[config.mk]
export PLATFORM = sky130hd
export DESIGN_NAME = tone_decoder
export DESIGN_NICKNAME = d
export VERILOG_FILES = /design/src/rtl/tone_pkg.sv /design/src/rtl/edge_sync.sv /design/src/rtl/tone_decoder.sv
export SDC_FILE = /design/constraint.sdc
export NUM_CORES = 1
export LEC_CHECK = 0
export CAP_MARGIN = 20
export CORE_ASPECT_RATIO = 1.2
export CORE_MARGIN = 1.5
export CORE_UTILIZATION = 56
export DETAILED_ROUTE_END_ITERATION = 10
export PLACE_DENSITY = 0.9
export SKIP_CTS_REPAIR_TIMING = 1
export SLEW_MARGIN = 0
export SYNTH_ARGS = -nofsm -noshare
export SYNTH_HDL_FRONTEND = slang
export SYNTH_HIERARCHICAL = 1
export SYNTH_SLANG_ARGS = --single-unit
[constraint.sdc]
create_clock -name clk -period 5.7 [get_ports clk]
set_input_delay 0.855 -clock clk [delete_from_list [all_inputs] [get_ports clk]]
set_output_delay 0.855 -clock clk [all_outputs]
set_load 0.03 [all_outputs]
[src/rtl/tone_pkg.sv]
// Shared types and constants for the tone decoder.
// Holds FSM states, the note event bundle and the silence divisor.
package tone_pkg;

    typedef enum logic [1:0] {
        ST_IDLE    = 2'd0,
        ST_ACQUIRE = 2'd1,
        ST_TONE    = 2'd2
    } state_t;

    typedef struct packed {
        logic [31:0] period;
        logic [15:0] ms;
        logic        rest;
    } note_t;

    localparam int unsigned SILENCE_DIV = 50;

endpackage

[src/rtl/edge_sync.sv]
// Two-flop synchronizer for the speaker line with a one-cycle
// rising-edge pulse on the synchronized signal.
module edge_sync (
    input  logic clk,
    input  logic reset,
    input  logic din,
    output logic rise
);

    logic [1:0] sync;
    logic       prev;

    always_ff @(posedge clk or posedge reset) begin
        if (reset) begin
            sync <= 2'b00;
            prev <= 1'b0;
        end else begin
            sync <= {sync[0], din};
            prev <= sync[1];
        end
    end

    assign rise = sync[1] & ~prev;

endmodule

[src/rtl/tone_decoder.sv]
// Measures the speaker square wave and emits one event per tone or
// rest segment through a single-entry valid/ready output register.
module tone_decoder
    import tone_pkg::*;
#(
    parameter int unsigned FCLK      = 50000000,
    parameter int unsigned TOL_SHIFT = 5
) (
    input  logic        clk,
    input  logic        reset,
    input  logic        tone_in,
    output logic        note_valid,
    input  logic        note_ready,
    output logic [31:0] note_period,
    output logic [15:0] note_ms,
    output logic        note_rest,
    output logic        overflow
);

    localparam int unsigned TICK_DIV = FCLK / 1000;
    localparam int unsigned DW = (TICK_DIV > 1) ? $clog2(TICK_DIV) : 1;
    localparam logic [DW-1:0] DIV_LAST = DW'(TICK_DIV - 1);
    localparam logic [31:0] TIMEOUT = 32'(FCLK / SILENCE_DIV);

    logic          rise;
    logic [31:0]   cnt;
    logic [DW-1:0] div;
    logic          tick;
    logic [15:0]   seg_ms;
    logic [31:0]   ref_period;
    logic [31:0]   ref_nx;
    logic [31:0]   diff;
    logic          timeout;
    logic          emit;
    logic          seg_clr;
    state_t        state;
    state_t        state_nx;
    note_t         evt;
    note_t         note;

    edge_sync u_edge_sync (
        .clk   (clk),
        .reset (reset),
        .din   (tone_in),
        .rise  (rise)
    );

    assign tick    = (div == DIV_LAST);
    assign timeout = !rise && (cnt == TIMEOUT);
    assign diff    = (cnt > ref_period) ? (cnt - ref_period)
                                        : (ref_period - cnt);

    always_ff @(posedge clk or posedge reset) begin
        if (reset) begin
            cnt    <= 32'd0;
            div    <= '0;
            seg_ms <= 16'd0;
        end else begin
            if (rise)
                cnt <= 32'd1;
            else if (cnt != 32'hFFFF_FFFF)
                cnt <= cnt + 32'd1;

            if (tick)
                div <= '0;
            else
                div <= div + DW'(1);

            if (seg_clr)
                seg_ms <= 16'd0;
            else if (tick && seg_ms != 16'hFFFF)
                seg_ms <= seg_ms + 16'd1;
        end
    end

    always_ff @(posedge clk or posedge reset) begin
        if (reset) begin
            state      <= ST_IDLE;
            ref_period <= 32'd0;
        end else begin
            state      <= state_nx;
            ref_period <= ref_nx;
        end
    end

    always_comb begin
        state_nx = state;
        ref_nx   = ref_period;
        emit     = 1'b0;
        seg_clr  = 1'b0;
        evt      = '0;
        unique case (state)
            ST_IDLE: begin
                if (rise) begin
                    emit     = (seg_ms != 16'd0);
                    evt.ms   = seg_ms;
                    evt.rest = 1'b1;
                    seg_clr  = 1'b1;
                    state_nx = ST_ACQUIRE;
                end
            end
            ST_ACQUIRE: begin
                // a lone edge that times out merges into the rest
                if (rise) begin
                    ref_nx   = cnt;
                    state_nx = ST_TONE;
                end else if (timeout) begin
                    state_nx = ST_IDLE;
                end
            end
            ST_TONE: begin
                evt.period = ref_period;
                evt.ms     = seg_ms;
                if (rise) begin
                    if (diff > (ref_period >> TOL_SHIFT)) begin
                        emit    = 1'b1;
                        seg_clr = 1'b1;
                        ref_nx  = cnt;
                    end
                end else if (timeout) begin
                    emit     = 1'b1;
                    seg_clr  = 1'b1;
                    state_nx = ST_IDLE;
                end
            end
            default: begin
                state_nx = ST_IDLE;
            end
        endcase
    end

    // measurement never waits on the consumer; a full register drops
    always_ff @(posedge clk or posedge reset) begin
        if (reset) begin
            note       <= '0;
            note_valid <= 1'b0;
            overflow   <= 1'b0;
        end else begin
            if (emit) begin
                if (!note_valid || note_ready) begin
                    note       <= evt;
                    note_valid <= 1'b1;
                end else begin
                    overflow <= 1'b1;
                end
            end else if (note_valid && note_ready) begin
                note_valid <= 1'b0;
            end
        end
    end

    assign note_period = note.period;
    assign note_ms     = note.ms;
    assign note_rest   = note.rest;

endmodule

Yosys cells after proc, flatten, opt, wreduce, memory -nomap -nowiden
Index checks and enable logic that the tools add are counted.
{"block": "classes", "n_addsub": 5, "n_lt_le_gt_ge": 2, "eq_ne": 12, "mux": 29, "n_bitwise": 3, "n_reduce_logical": 17}
{"op": "$mux W32", "count": 7}
{"op": "$pmux W32 S2", "count": 1}
{"op": "$sub A32 B32 Y32", "count": 2}
{"op": "$mux W16", "count": 3}
{"op": "$add A16 B1 Y16 const B", "count": 2}
{"op": "$add A32 B1 Y32 const B", "count": 1}
{"op": "$eq A32 B20 Y1 const B", "count": 1}
{"op": "$gt A32 B27 Y1", "count": 1}
{"op": "$gt A32 B32 Y1", "count": 1}
{"op": "$ne A32 B32 Y1 const B", "count": 1}
{"op": "$pmux W16 S2", "count": 1}
{"op": "$mux W17", "count": 1}
{"op": "$eq A16 B16 Y1 const B", "count": 1}
{"op": "$ne A16 B16 Y1 const B", "count": 1}
{"op": "$reduce_bool A16 Y1", "count": 1}
{"op": "$ne A2 B2 Y1 const B", "count": 5}
{"op": "$mux W1", "count": 9}
{"op": "$mux W2", "count": 4}
{"op": "$reduce_and A2 Y1", "count": 4}
{"op": "$reduce_bool A2 Y1", "count": 4}
{"op": "$pmux W2 S3", "count": 1}
{"op": "$pmux W1 S2", "count": 2}
{"op": "$reduce_and A4 Y1", "count": 1}
{"op": "$logic_and A1 B1 Y1", "count": 3}
{"op": "other kinds (8)", "count": 10}
{"block": "word_totals", "regBits": 152, "in_bits": 4, "out_inout_bits": 51, "elab_cells": 80}

Depth between registers and ports, before layout
{"block": "logic_depth", "word_depth": 9, "ltp_mapped": 29, "depth_no_buf": 25}

Modules after synthesis
The synthesis kept the hierarchy.
{"mod": "tone_decoder", "instances": 1, "cells_per_inst": 1142, "area_per_inst_um2": 10612.7, "seq_area_each_um2": 3728.6}
{"mod": "edge_sync", "instances": 1, "cells_per_inst": 5, "area_per_inst_um2": 92.6, "seq_area_each_um2": 75.1}

Least setup slack after synthesis
No wires, ideal clock.
{"block": "synth_timing", "path_type": "register to register", "startpoint": "register cnt[0]", "endpoint": "register note (netlist bit note_ms[10])", "setup_ns": 0.125, "arrival_ns": 5.415, "required_ns": 5.575, "setup_slack_ns": 0.160, "stages_incl_launch_ff": 28, "n_path_buf": 4, "period_less_slack_ns": 5.540, "cell_sequence": "dfrtp_1 > inv_1 > ha_1 > inv_1 > fa_1 > a211oi_2 > o211ai_2 > nand2_2 > a21boi_2 > o311ai_4 > buf_6 > clkbuf_1 > buf_1 > mux2i_1 > a21oi_1 > xnor2_1 > ha_1 > nand4_1 > nor2_1 > nand4_1 > nor4_1 > nor2_1 > nand2_1 > nand4_2 > o31a_2 > a21oi_2 > buf_2 > mux2_2"}
{"block": "synth_via", "elab_chain_len": 7, "elab_cells_between_ends": 12, "classes_between": "add/sub: 2; order compare: 2; eq/ne: 1; mux: 5; reduce/logical: 2"}
{"element": "start, declared", "line_no": "tone_decoder.sv:26", "source": "logic [31:0] cnt;"}
{"element": "start signal, assigned", "line_no": "tone_decoder.sv:62", "source": "cnt <= cnt + 32'd1;"}
{"element": "$sub A32 B32 Y32 (tied with other cells)", "line_no": "tone_decoder.sv:51", "source": ": (ref_period - cnt);"}
{"element": "$mux W32", "line_no": "tone_decoder.sv:50", "source": "assign diff = (cnt > ref_period) ? (cnt - ref_period)"}
{"element": "$gt A32 B27 Y1", "line_no": "tone_decoder.sv:115", "source": "if (diff > (ref_period >> TOL_SHIFT)) begin"}
{"element": "$mux W1", "line_no": "tone_decoder.sv:115"}
{"element": "$mux W1 *", "line_no": "tone_decoder.sv:114", "source": "if (rise) begin"}
{"element": "$pmux W1 S2 *", "line_no": "tone_decoder.sv:92", "source": "unique case (state)"}
{"element": "$reduce_and A2 Y1 (no source line) *"}
{"element": "end signal, assigned", "line_no": "tone_decoder.sv:141", "source": "note <= evt;"}
{"element": "end, declared", "line_no": "tone_decoder.sv:39", "source": "note_t note;"}
Every way passes the cells marked *; elsewhere a longest branch is shown, timed or not.
A chain may end at the register's enable or synchronous reset.

Worst setup path after layout
{"block": "layout_timing", "startpoint": "register cnt[13]", "endpoint": "register note (netlist bit note_ms[11])"}
Same word-level chain as after synthesis.

==> summary.txt <==
Run status
  – Status: complete, no violations

Timing
  – Min cycle time layout: 5.53 ns
  – Relative slew slack: 25.6%
  – Final hold slack: 0.359 ns
  – Clock Skew: 0.0164 ns
  – Final setup fails: 0
  – Slew Limit Fails: 0
  – Fin crit share: 97.1%
  – Worst Max-Slew Pin Slew: 1.11 ns
  – Hold Violations, Final: 0
  – Fmax: 181 MHz

Synth
  – Syn Std Cell Area: 10700 sq um
  – Syn_nets: 1248
  – Ys flop type: dfrtp_1
  – Seq/Total Area, Yosys: 35.5%
  – Ys Warns: 6
  – Cells after Synth: 1147
  – Async S/R FF share, synth: 100%
  – Syn_area_per_cell: 9.33 sq um
  – Post-synth EDFFs: 0
  – Yosys cell types: 83
  – Seq cells post-synth: 152

Power and ir drop
  – Clock power frac: 17.4%
  – Total net switching power: 3.06 mW
  – Power after layout: 6.96 mW
  – VDD IR-drop max: 0.371 mV
  – LEAKAGE: 5.81 nW
  – Power share of the combinational group: 65.7%
  – PD cells: 549 nW/um^2
  – Int Power: 3.90 mW
  – Reg power frac: 16.9%
  – Sw Ratio: 44.0%

Cells and area
  – Nets: 1344
  – Most frequent cells in the layout: dfrtp_1 (151), nor2_1 (101), ha_1 (87)
  – Finished Cell Area: 12700 sq um
  – # fillers: 1390
  – Antenna Cells: 0
  – Share of post-route cells with drive strength above 1: 15.1%
  – Area Overhead vs Synth: 18.3%
  – Commonest non-fill, non-tap cell in the layout: dfrtp_1

Routing
  – Initial DRC Count: 817
  – # DRC: 0
  – Via Count: 9451
  – Final antenna-violating net count: 0
  – Wire per inst: 20.8 microns
  – Initial DRT Pass Iterations: 5
  – Via/cell ratio: 6.25
  – WL final: 31400 microns

Worst setup path
  – CP required: 6.04 ns
  – CP Launch Type: flip-flop
  – CP Class: reg2reg
  – Worst path arrival time: 5.87 ns
  – Reg2Reg Setup Slack: 0.17 ns
  – Worst R2R Path Depth: 24
  – Crit Path Max Fanout: 6
  – Worst r2r src: cnt[13]
  – Setup crit end kind: flip-flop
  – Worst reg2reg endpoint: note_ms[11]

Placed design
  – Final Wtd Congestion: 0.980
  – Placed Instance Area: 11800 sq um
  – DPL Wire Length: 22800 microns
  – I/O Buffers: 54

GRT
  – First-pass GRT wire length: 49200 microns
  – Initial antenna violation count: 0
  – Gr ovfl total: 0
  – Grt met2 use: 52.5%
  – Pin count of the biggest net entering global routing: 111
  – Vias in the first global route: 9337
  – Global route hottest layer: met2
  – Met1 Usage GRT: 40.2%
  – GRT Total Usage: 31.6%
  – Met3 usage: 4.77%

CTS
  – Clock Tree Buf Depth: 2
  – Worst-path clk slew: 0.08 ns
  – H-tree Lvls: 4
  – Total CTS buffers: 17
  – CTS Root Cell: clkbuf_16
  – Clock Latency Late Sink: 0.45 ns
  – Clock sink count: 152
  – CTS tree: done

Flow run
  – Max-cap violations: 0

Die
  – Initial Util: 57.0%
  – CORE AREA: 18800 sq um
  – Die area: 20000 sq um
  – IO Count: 55
  – Die Ht: 154 microns
  – FP Rows: 55
  – Chip width: 129 microns

Worst hold path
  – Hold path cells: 0
  – Hold Crit Class: reg2reg
  – Worst hold start: u_edge_sync/sync[0]
  – WHS Endpoint: u_edge_sync/sync[1]
[power groups by stage]
stage | clock network (mW) | registers, mW | logic [mW]
after detailed placement | 0 | 1.19 | 4.00
after global routing | 1.25 | 1.18 | 4.99
after floorplan | 0 | 1.21 | 2.86
final | 1.21 | 1.18 | 4.57
after global placement | 0 | 1.19 | 3.93
after CTS | 1.20 | 1.17 | 4.05
[state kept, by name, summed over array words and instances (netlist names)]
signal and cells:
cnt 32, div 16, note_ms 16, note_period 32, note_rest 1, note_valid 1
overflow 1, ref_period 32, seg_ms 16, state 2, u_edge_sync/prev 1, u_edge_sync/sync 2
[logic make-up (layout without fill, tap and decap cells)]
logic type	count (synthesis)	after routing	share of synthesized area, %
buf+inv	132	241	5.90
flops	152	152	35.5
fa+ha+maj	97	97	11.5
simple gates	334	334	15.7
compound gates	278	278	17.7
mux	68	68	6.64
xor+xnor	86	86	7.04
[worst max-delay path by stage]
stage	start	end	slack, ns	cells after the start
after floorplan	cnt[0]	note_ms[10]	0.16	27
after global placement	ref_period[0]	note_ms[4]	0.17	24
after detailed placement	cnt[0]	note_ms[7]	0.03	28
after CTS	cnt[0]	ref_period[23]	-0.07	28
after global routing	cnt[0]	note_ms[11]	-0.07	28
final	cnt[13]	note_ms[11]	0.17	24
[critical path, stage by stage (launching register included)]
cell and delay (ns):
dfrtp_1 0.44, inv_1 0.12, ha_1 0.41, a21oi_1 0.31, o21ai_0 0.14, a21o_1 0.27
o311ai_4 0.38, buf_4 0.18, buf_4 0.11, a21oi_2 0.06, a21oi_2 0.21, o21ai_2 0.08
a31oi_1 0.21, xnor2_1 0.22, ha_1 0.32, a211oi_2 0.24, o211ai_1 0.13, a21oi_1 0.18
o21ai_0 0.11, nand2_1 0.10, nand4_2 0.11, o31a_2 0.34, a21oi_4 0.23, clkbuf_16 0.20
mux2_2 0.32
[layer usage]
metal | vias to the layer above | share of wire (%) | routed length [microns]
met5 | - | 0 | 0
met4 | 0 | 4.8 | 1520
met3 | 121 | 7.1 | 2220
met2 | 484 | 49 | 15200
met1 | 4581 | 40 | 12400
li1 | 4265 | - | -
[synthesized netlist by cell type (4+ instances only)]
master | n | area [sq um]
mux2_2 | 20 | 225
nand2_1 | 63 | 236
and3_1 | 10 | 62.6
nor4_1 | 15 | 93.8
nand3_1 | 31 | 155
nor2_1 | 102 | 383
a21oi_2 | 6 | 52.6
xnor2_1 | 58 | 508
nor3_1 | 26 | 130
xor2_1 | 28 | 245
ha_1 | 95 | 1190
inv_1 | 84 | 315
buf_4 | 6 | 45.0
o2bb2ai_1 | 32 | 280
a21o_1 | 27 | 203
o21ai_1 | 4 | 20.0
o21a_1 | 9 | 67.6
a21oi_1 | 81 | 405
or3_1 | 4 | 25.0
mux2i_1 | 47 | 470
and2_1 | 5 | 31.3
o221ai_1 | 5 | 43.8
nand2b_1 | 9 | 56.3
buf_2 | 21 | 105
o21ai_0 | 51 | 255
and4_1 | 6 | 52.6
nor2b_1 | 9 | 56.3
a21boi_0 | 4 | 30.0
buf_6 | 5 | 56.3
a211oi_1 | 7 | 52.6
a31oi_1 | 6 | 37.5
nand4_1 | 35 | 219
clkbuf_1 | 11 | 41.3
o211ai_1 | 7 | 52.6
dfrtp_1 | 152 | 3800
[area by class of cell]
| cell class | instances | area [sq um] | area share [%] |
|---|---|---|---|
| multi-input cells | 863 | 6400 | 50.5 |
| well taps | 256 | 320 | 2.53 |
| clock buffers | 17 | 425 | 3.36 |
| flip-flops and latches | 152 | 3800 | 30.0 |
| inverters | 84 | 320 | 2.53 |
| clock inverters | 15 | 214 | 1.69 |
| repair buffers | 125 | 1180 | 9.35 |
[per-stage QoR]
stage               cells  utilization (%)  setup slack, ns  setup TNS [ns]
floorplan            1147                -            0.160               0
global placement     1466             62.6            0.173               0
detailed placement   1466             62.6           0.0254               0
CTS                  1498             66.0          -0.0740           -2.44
global route         1512             67.4          -0.0747           -2.34
finish               1512             67.4            0.167               0
(Power assumes the default switching activity.)
